===== src/rtl/manchester_pkg.sv =====
// Types and constants shared by the Manchester encode and decode sides.
// The ST_PRE state exists only when MANCH_PREAMBLE_EN is defined.
package manchester_pkg;

  localparam int MANCH_HALF_PERIOD = 8;
  localparam int MANCH_RX_MID      = MANCH_HALF_PERIOD;

`ifdef MANCH_PREAMBLE_EN
  typedef enum logic [1:0] {
    ST_IDLE = 2'd0,
    ST_PRE  = 2'd1,
    ST_DATA = 2'd2
  } manch_state_e;
`else
  typedef enum logic [0:0] {
    ST_IDLE = 1'b0,
    ST_DATA = 1'b1
  } manch_state_e;
`endif

  // Counter width for the larger of two bit counts, never below one bit.
  function automatic int manch_cnt_w(input int a, input int b);
    int m;
    m = (a > b) ? a : b;
    return (m < 2) ? 1 : $clog2(m);
  endfunction

endpackage


===== src/rtl/manchester_bit_timer.sv =====
// Half-bit timer: counts HALF_PERIOD clocks per half and tracks which half of
// the bit is on the line; held at zero while run is low.
module manchester_bit_timer
  import manchester_pkg::*;
#(
  parameter int HALF_PERIOD = MANCH_HALF_PERIOD
) (
  input  logic clk,
  input  logic reset,
  input  logic run,
  output logic second_half,
  output logic half_tick,
  output logic bit_tick,
  output logic half_pre_tick
);

  localparam int            CW        = $clog2(HALF_PERIOD);
  localparam logic [CW-1:0] HALF_LAST = CW'(HALF_PERIOD - 1);
  localparam logic [CW-1:0] HALF_PRE  = CW'(HALF_PERIOD - 2);

  logic [CW-1:0] cnt_q, cnt_d;
  logic          phase_q, phase_d;

  always_comb begin
    half_tick     = run && (cnt_q == HALF_LAST);
    bit_tick      = half_tick && phase_q;
    half_pre_tick = run && (cnt_q == HALF_PRE);
    second_half   = phase_q;
    cnt_d         = '0;
    phase_d       = 1'b0;
    if (run) begin
      cnt_d   = half_tick ? '0 : cnt_q + CW'(1);
      phase_d = phase_q ^ half_tick;
    end
  end

  always_ff @(posedge clk or posedge reset) begin
    if (reset) begin
      cnt_q   <= '0;
      phase_q <= 1'b0;
    end else begin
      cnt_q   <= cnt_d;
      phase_q <= phase_d;
    end
  end

endmodule


===== src/rtl/manchester_encoder.sv =====
// Manchester serialiser, LSB first, bit 1 = low/high, bit 0 = high/low.
// Defining MANCH_PREAMBLE_EN prefixes each frame with PRE_BITS bits 1,0,1,0...
module manchester_encoder
  import manchester_pkg::*;
#(
  parameter int HALF_PERIOD = MANCH_HALF_PERIOD,
  parameter int DATA_W      = 8,
  parameter int PRE_BITS    = 8
) (
  input  logic              clk,
  input  logic              reset,
  input  logic [DATA_W-1:0] in_data,
  input  logic              in_valid,
  output logic              in_ready,
  output logic              tx_out,
  output logic              tx_en
);

  generate
    if (HALF_PERIOD < 2 || DATA_W < 1) begin : g_bad_param
      $error("manchester_encoder: HALF_PERIOD must be >= 2 and DATA_W >= 1");
    end
  endgenerate

  localparam int            BW        = manch_cnt_w(DATA_W, PRE_BITS);
  localparam logic [BW-1:0] DATA_LAST = BW'(DATA_W - 1);
`ifdef MANCH_PREAMBLE_EN
  localparam logic [BW-1:0] PRE_LAST  = BW'(PRE_BITS - 1);
  localparam manch_state_e  ST_START  = ST_PRE;
`else
  localparam manch_state_e  ST_START  = ST_DATA;
`endif

  manch_state_e      state_q, state_d;
  logic [DATA_W-1:0] shift_q, shift_d;
  logic [BW-1:0]     bit_cnt_q, bit_cnt_d;
  logic              in_ready_q, in_ready_d;
  logic              tx_out_q, tx_out_d;
  logic              tx_en_q, tx_en_d;

  logic run;
  logic transfer;
  logic cur_bit;
  logic second_half;
  logic unused_half_tick;
  logic bit_tick;
  logic half_pre_tick;

  assign run = (state_q != ST_IDLE);

  manchester_bit_timer #(
    .HALF_PERIOD(HALF_PERIOD)
  ) u_timer (
    .clk          (clk),
    .reset        (reset),
    .run          (run),
    .second_half  (second_half),
    .half_tick    (unused_half_tick),
    .bit_tick     (bit_tick),
    .half_pre_tick(half_pre_tick)
  );

  // Outputs are registered from the current position, so the line lags the
  // internal frame by one clock; in_ready is raised one clock ahead of the last.
  always_comb begin
    transfer  = in_valid && in_ready_q;
    state_d   = state_q;
    shift_d   = shift_q;
    bit_cnt_d = bit_cnt_q;
    cur_bit   = shift_q[0];
    case (state_q)
      ST_IDLE: begin
        if (transfer) begin
          state_d   = ST_START;
          shift_d   = in_data;
          bit_cnt_d = '0;
        end
      end
`ifdef MANCH_PREAMBLE_EN
      ST_PRE: begin
        cur_bit = ~bit_cnt_q[0];
        if (bit_tick) begin
          if (bit_cnt_q == PRE_LAST) begin
            state_d   = ST_DATA;
            bit_cnt_d = '0;
          end else begin
            bit_cnt_d = bit_cnt_q + BW'(1);
          end
        end
      end
`endif
      ST_DATA: begin
        if (bit_tick) begin
          if (bit_cnt_q == DATA_LAST) begin
            bit_cnt_d = '0;
            if (transfer) begin
              state_d = ST_START;
              shift_d = in_data;
            end else begin
              state_d = ST_IDLE;
              shift_d = '0;
            end
          end else begin
            shift_d   = shift_q >> 1;
            bit_cnt_d = bit_cnt_q + BW'(1);
          end
        end
      end
      default: state_d = ST_IDLE;
    endcase

    tx_en_d    = run;
    tx_out_d   = run && (cur_bit ^ ~second_half);
    in_ready_d = (state_d == ST_IDLE) ||
                 ((state_q == ST_DATA) && (bit_cnt_q == DATA_LAST) &&
                  second_half && half_pre_tick);
  end

  always_ff @(posedge clk or posedge reset) begin
    if (reset) begin
      state_q    <= ST_IDLE;
      shift_q    <= '0;
      bit_cnt_q  <= '0;
      in_ready_q <= 1'b0;
      tx_out_q   <= 1'b0;
      tx_en_q    <= 1'b0;
    end else begin
      state_q    <= state_d;
      shift_q    <= shift_d;
      bit_cnt_q  <= bit_cnt_d;
      in_ready_q <= in_ready_d;
      tx_out_q   <= tx_out_d;
      tx_en_q    <= tx_en_d;
    end
  end

  assign in_ready = in_ready_q;
  assign tx_out   = tx_out_q;
  assign tx_en    = tx_en_q;

endmodule

===== config.mk =====
export PLATFORM = sky130hd
export DESIGN_NAME = manchester_encoder
export DESIGN_NICKNAME = d
export VERILOG_FILES = /design/src/rtl/manchester_pkg.sv /design/src/rtl/manchester_bit_timer.sv /design/src/rtl/manchester_encoder.sv
export SDC_FILE = /design/constraint.sdc
export NUM_CORES = 1
export LEC_CHECK = 0
export ABC_AREA = 0
export CAP_MARGIN = 10
export CORE_AREA = 5 5 44 54
export CTS_CLUSTER_DIAMETER = 150
export DETAILED_ROUTE_END_ITERATION = 7
export DIE_AREA = 0 0 49 59
export GPL_TIMING_DRIVEN = 0
export PLACE_DENSITY_LB_ADDON = 0.05
export SLEW_MARGIN = 20
export SYNTH_ARGS = -nofsm -noshare
export SYNTH_HDL_FRONTEND = slang
export SYNTH_HIERARCHICAL = 1
export SYNTH_SLANG_ARGS = --single-unit

===== constraint.sdc =====
create_clock -name clk -period 3.55 [get_ports clk]
set_input_delay 0.355 -clock clk [delete_from_list [all_inputs] [get_ports clk]]
set_output_delay 0.355 -clock clk [all_outputs]
set_load 0.005 [all_outputs]

==> results of run 1 <==
==> sequential cells by signal, summed over array words and instances (netlist names) <==
| name | count |
|---|---|
| run | 1 |
| tx_out | 1 |
| bit_cnt_q | 3 |
| u_timer/second_half | 1 |
| in_ready | 1 |
| shift_q | 8 |
| u_timer/cnt_q | 3 |
| tx_en | 1 |
==> final cells by class <==
cell class                      count  area share (%)
Multi-Input combinational cell     65            37.7
Clock buffer                        4            2.31
Timing Repair Buffer               13            11.4
Tap cell                           19            2.09
Buffer                              5            3.08
Sequential cell                    19            41.8
Inverter                            5            1.65
==> through the flow <==
| stage | area [um2] | hold WS, ps |
|---|---|---|
| floorplan | 958 | 121 |
| global placement | 1110 | 468 |
| detailed placement | 1110 | 472 |
| CTS | 1140 | 257 |
| global route | 1140 | 268 |
| finish | 1140 | 258 |
==> cells by family (layout without fill, tap and decap cells) <==
group / Yosys count / count (layout) / share of synthesized area, %
fa+ha+maj: 6 / 6 / 7.83
compound gates: 22 / 22 / 14.1
buf+inv: 10 / 27 / 5.61
xor+xnor: 1 / 1 / 0.914
flops: 19 / 19 / 49.6
simple gates: 33 / 33 / 18.8
mux: 3 / 3 / 3.13
==> cells in the mapped netlist <==
cell type / instances
buf_1: 1
nor2_1: 3
nand2_1: 9
mux2i_1: 3
xor2_1: 1
a22o_1: 1
or2_1: 1
and3_1: 2
a31o_2: 2
dfrtp_1: 19
buf_2: 1
and3b_1: 2
ha_1: 6
clkbuf_1: 1
inv_1: 5
and2_1: 4
nor3b_1: 1
nor2b_1: 3
o21ai_0: 11
nor3b_2: 1
a32o_1: 1
a31oi_1: 7
buf_6: 2
nor3_1: 7
==> critical path, stage by stage (launching register included) <==
cell and delay (ps):
dfrtp_1 420, ha_1 220, ha_1 210, and2_1 170, ha_1 270, and2_1 190
buf_2 160, or2_1 250, buf_6 140, a31oi_1 160
==> per-layer routing <==
layer,track usage (%),vias up,wire length [um]
li1,-,365,-
met1,18.1,351,792
met2,26.3,19,984
met3,3.53,4,79
met4,8.08,0,38
met5,0,-,0
==> path summary, 6_finish.rpt <==
kind,start,endpoint,depth (start not counted)
setup / recovery,u_timer/cnt_q[0]$_DFF_PP0_,shift_q[0]$_DFFE_PP0P_,9
hold / removal,reset,u_timer/second_half$_DFF_PP0_,2
setup reg to reg,u_timer/cnt_q[0]$_DFF_PP0_,shift_q[0]$_DFFE_PP0P_,9
hold reg to reg,u_timer/cnt_q[0]$_DFF_PP0_,u_timer/cnt_q[0]$_DFF_PP0_,1
max in group asynchronous,reset,tx_en$_DFF_PP0_,2
min in group clk,u_timer/cnt_q[0]$_DFF_PP0_,u_timer/cnt_q[0]$_DFF_PP0_,1
==> where the power goes <==
group          switching (mW)  internal (mW)  leakage [nW]
Sequential                  0          0.216         0.235
Clock                  0.0651         0.0437        0.0150
Combinational         0.00562        0.00982         0.292
==> flow_summary_export.csv, run 1 <==
group,metric,value,unit
worst_setup_path,arrival,2480,ps
worst_setup_path,cp_max_fo,8,
sta,worst_pin_slew,556,ps
yosys,synth_seq_cells,19,
die,ios,14,
route,ant_nets,0,
die,start_util,53.6,%
worst_setup_path,crit_path_start_kind,"flip-flop",
clock_network,worstSkewPairLatency,290,ps
sta,finalSetupViolations,0,
route,via_per_inst,5.68,
clock_network,cts-resized-gates,0,
min_path,worstHoldPathType,"input pin to asynchronous set/reset pin",
clock_network,postCtsSetupBuffers,0,
die,die_x,49,um
cells_and_area,final_nets,129,
clock_network,cts.clk_slew.worst_paths,110,ps
route,totalWireLength,1890,um
cells_and_area,layout-drive-gt1-share,8.11,%
sta,fin_skew,2.79,ps
yosys,yosysTopAreaCell,"dfrtp_1",
clock_network,htreeDepth,1,
power_and_ir_drop,ir_drop,0.204,mV
cells_and_area,areaGrowthSynthToFinish,18.8,%
cells_and_area,final_util,63.7,%
placed_design,dp.cells,126,
die,fp.dieH,59,um
global_routing,gr-total-overflow,0,
cells_and_area,fillCellCount,144,
cells_and_area,multi_input_area,429,um2
global_routing,grt_usage,15.4,%
yosys,synth_top_area_share,49.6,%
outcome,status,"completed",
yosys,netlist_area,958,um2
sta,rsz0062_at_grt,"no",
cells_and_area,fin_cells,130,
die,rows,17,
job,cap_violations,0,
global_routing,grt_pass1_wl,3490,um
sta,tns,0,ps
cells_and_area,n_antenna_cell,0,
power_and_ir_drop,power_density,299,nW/um2
worst_setup_path,end_kind,"flip-flop",
global_routing,antenna_found_initial,0,
worst_setup_path,path_class,"flip-flop to flip-flop",
power_and_ir_drop,leakage,0.542,nW
clock_network,cts_hold_buf,0,
route,wl_per_cell,14.6,um
worst_setup_path,cp.required,3770,ps
die,dieArea,2890,um2
yosys,ys_seq_area_share,49.6,%
yosys,syn_nets,111,
sta,setup_ws,1290,ps
worst_setup_path,rrSetupSlack,1290,ps
clock_network,cts_sinks,19,
sta,max_slew_margin,62.9,%
power_and_ir_drop,power,0.341,mW
cells_and_area,final_common_cell,"dfrtp_1",
sta,period_needed,2260,ps
route,via_count,739,
yosys,yosysWarnings,6,
route,drc_errors,0,
cells_and_area,ff_latch_area,475,um2
global_routing,grt_max_degree,16,
placed_design,gp_congestion,0.714,
sta,fmax,442,MHz
sta,hold_violations,0,
placed_design,dpl.hpwl,1380,um
clock_network,cts_tree,"done",
global_routing,grt_pass1_vias,777,
placed_design,numPortBuffers,13,
yosys,syn_area_per_cell,10.2,um2
placed_design,pre_cts_ws,1300,ps
yosys,ys_top_cells_by_area,"dfrtp_1 50%, ha_1 7.8%, o21ai_0 5.7%, a31oi_1 4.6%, nor3_1 3.7%",
cells_and_area,final_cell_mix,"19 x dfrtp_1, 13 x clkdlybuf4s50_1, 11 x o21ai_0, 9 x nand2_1",
die,coreArea,1790,um2
yosys,ys_types,24,
clock_network,cts_root_buf,"clkbuf_4",
sta,period_share,63.7,%
yosys,syn_inst,94,
route,drt-initial-drc-count,24,
clock_network,cts.path.max_buffers,2,
sta,report.final.slew_viol_count,0,
route,firstDrtPassIters,4,
clock_network,numCtsBuffers,3,
No activity file was read; power rests on OpenSTA's default activity.
==> run 2, diff against run 1 <==
Settings changed: CORE_AREA 5 5 44 54 to 5 5 48 58, DIE_AREA 0 0 49 59 to 0 0 53 63.
Clock period 3.55 ns to 2 ns, I/O delays scaled along.
==> run 2 against run 1 <==
- final area is 5.3% higher
- maximum frequency is 17% higher
- combinational power is 81% higher
- sequential cell count stayed put
- critical endpoint unchanged
- highest routed layer unchanged
==> flow_summary_export.csv, run 2 (synthesis results as in run 1) <==
group,metric,value,unit
die,start_util,43.4,%
clock_network,cts_tree,"done",
die,ios,14,
clock_network,cts.path.max_buffers,2,
die,rows,19,
placed_design,dpl.hpwl,1350,um
sta,report.final.slew_viol_count,0,
route,ant_nets,0,
cells_and_area,largest_register_ffs,8,
job,cap_violations,0,
cells_and_area,final_cell_mix,"19 x dfrtp_1, 13 x clkdlybuf4s50_1, 11 x o21ai_0, 9 x nand2_1, 7 x nor3_1",
route,via_per_inst,5.20,
worst_setup_path,arrival,2160,ps
outcome,status,"completed",
worst_setup_path,end_kind,"flip-flop",
placed_design,pre_cts_ws,-108,ps
sta,fmax,517,MHz
sta,hold_slack,103,ps
route,drt-initial-drc-count,21,
die,dieArea,3340,um2
power_and_ir_drop,power_density,504,nW/um2
route,drc_errors,0,
sta,fin_skew,4.67,ps
global_routing,grt_pass1_vias,797,
sta,setup_ws,64.8,ps
global_routing,antenna_found_initial,0,
cells_and_area,final_nets,131,
clock_network,cts_hold_buf,0,
die,fp.dieH,63,um
placed_design,placed_cell_area,1140,um2
route,totalWireLength,1900,um
clock_network,numCtsBuffers,3,
clock_network,worstSkewPairLatency,300,ps
worst_setup_path,cp_max_fo,8,
placed_design,numPortBuffers,13,
global_routing,grt_max_degree,16,
cells_and_area,final_common_cell,"dfrtp_1",
sta,period_needed,1940,ps
cells_and_area,areaGrowthSynthToFinish,25.1,%
cells_and_area,top_register,"shift_q",
cells_and_area,fillCellCount,207,
worst_setup_path,path_class,"flip-flop to flip-flop",
power_and_ir_drop,ir_drop,0.361,mV
placed_design,gp_congestion,0.742,
route,wl_per_cell,13.2,um
sta,period_share,96.8,%
cells_and_area,ff_latch_area,475,um2
worst_setup_path,crit_path_start_kind,"flip-flop",
cells_and_area,largestRegisters,"shift_q: 8 flops, bit_cnt_q: 3 flops, u_timer/cnt_q: 3 flops",
cells_and_area,fin_area,1200,um2
die,die_x,53,um
sta,worst_pin_slew,582,ps
cells_and_area,n_antenna_cell,0,
global_routing,grt_usage,13.5,%
min_path,worstHoldPathType,"input pin to asynchronous set/reset pin",
sta,max_slew_margin,61.2,%
route,via_count,749,
global_routing,grt_pass1_wl,3370,um
clock_network,htreeDepth,1,
worst_setup_path,cp.required,2220,ps
clock_network,cts.clk_slew.worst_paths,110,ps
sta,hold_violations,0,
die,coreArea,2210,um2
cells_and_area,multi_input_area,455,um2
power_and_ir_drop,leakage,0.551,nW
global_routing,gr-total-overflow,0,
cells_and_area,layout-drive-gt1-share,15.0,%
sta,finalSetupViolations,0,
route,firstDrtPassIters,4,
clock_network,cts_sinks,19,
clock_network,cts_root_buf,"clkbuf_4",
run 2: cell count changes in the layout (fill, tap and decap cells not counted), sizes merged:
cell    previous run  this run
buf                4         6
clkbuf             5         4
clkinv             0         1
run 2: path summary, 6_finish.rpt:
path	from	to	slack, ps	cells after the start
min reg2reg	shift_q[7]$_DFFE_PP0P_	shift_q[7]$_DFFE_PP0P_	540	2
min in group clk	in_data[7]	shift_q[7]$_DFFE_PP0P_	470	3
min	reset	u_timer/cnt_q[1]$_DFF_PP0_	100	2
max reg2reg	u_timer/cnt_q[0]$_DFF_PP0_	shift_q[0]$_DFFE_PP0P_	60	8
max	u_timer/cnt_q[0]$_DFF_PP0_	shift_q[0]$_DFFE_PP0P_	60	8
max in group asynchronous	reset	shift_q[6]$_DFFE_PP0P_	1340	2
run 2: what timing repair did:
action,in CTS,in global routing
gates cloned,0,0
gates resized for setup,3,1
pin swaps,1,0
endpoints found under the setup margin,8,3
setup buffers,1,2
run 2: worst max-delay path, stage by stage, from the launching register on:
cell and delay [ps]:
dfrtp_1 410, ha_1 220, ha_2 190, and2_4 160, ha_4 180, and2_4 160, or2_1 230, buf_6 140
a31oi_2 180
run 2: power breakdown:
group | total (mW) | switching (mW) | leakage [nW] | internal [mW]
clock | 0.192 | 0.118 | 0.0177 | 0.0745
combinational | 0.0278 | 0.0103 | 0.298 | 0.0174
sequential | 0.384 | 0 | 0.235 | 0.384
run 2: per-layer routing:
metal / global-route usage (%) / share of wire (%)
met2: 22.5 / 52
met3: 2.15 / 4.1
met1: 15.7 / 42
met4: 7.67 / 1.6
met5: 0 / 0
run 2: layout make-up:
cell class	count	share of cell area (%)
flip-flops and latches	19	39.7
multi-input cells	65	38.0
repair buffers	16	12.7
well taps	31	3.24
plain buffers	4	2.51
clock buffers	3	1.88
inverters	5	1.57
clock inverters	1	0.418
run 2: metrics by stage:
stage / cells / TNS [ps] / power [mW] / util, %
floorplan: 94 / 0 / 0.398 / -
global placement: 138 / -599 / 0.420 / 51.7
detailed placement: 138 / -684 / 0.420 / 51.7
CTS: 142 / 0 / 0.619 / 53.3
global route: 144 / -3.62 / 0.633 / 54.2
finish: 144 / 0 / 0.604 / 54.2
==> run 3, diff against run 2 <==
Settings changed: CTS_CLUSTER_DIAMETER 150 to 60.
==> results of run 3 <==
Final layout, timing and power as in run 2 (identical DEF).
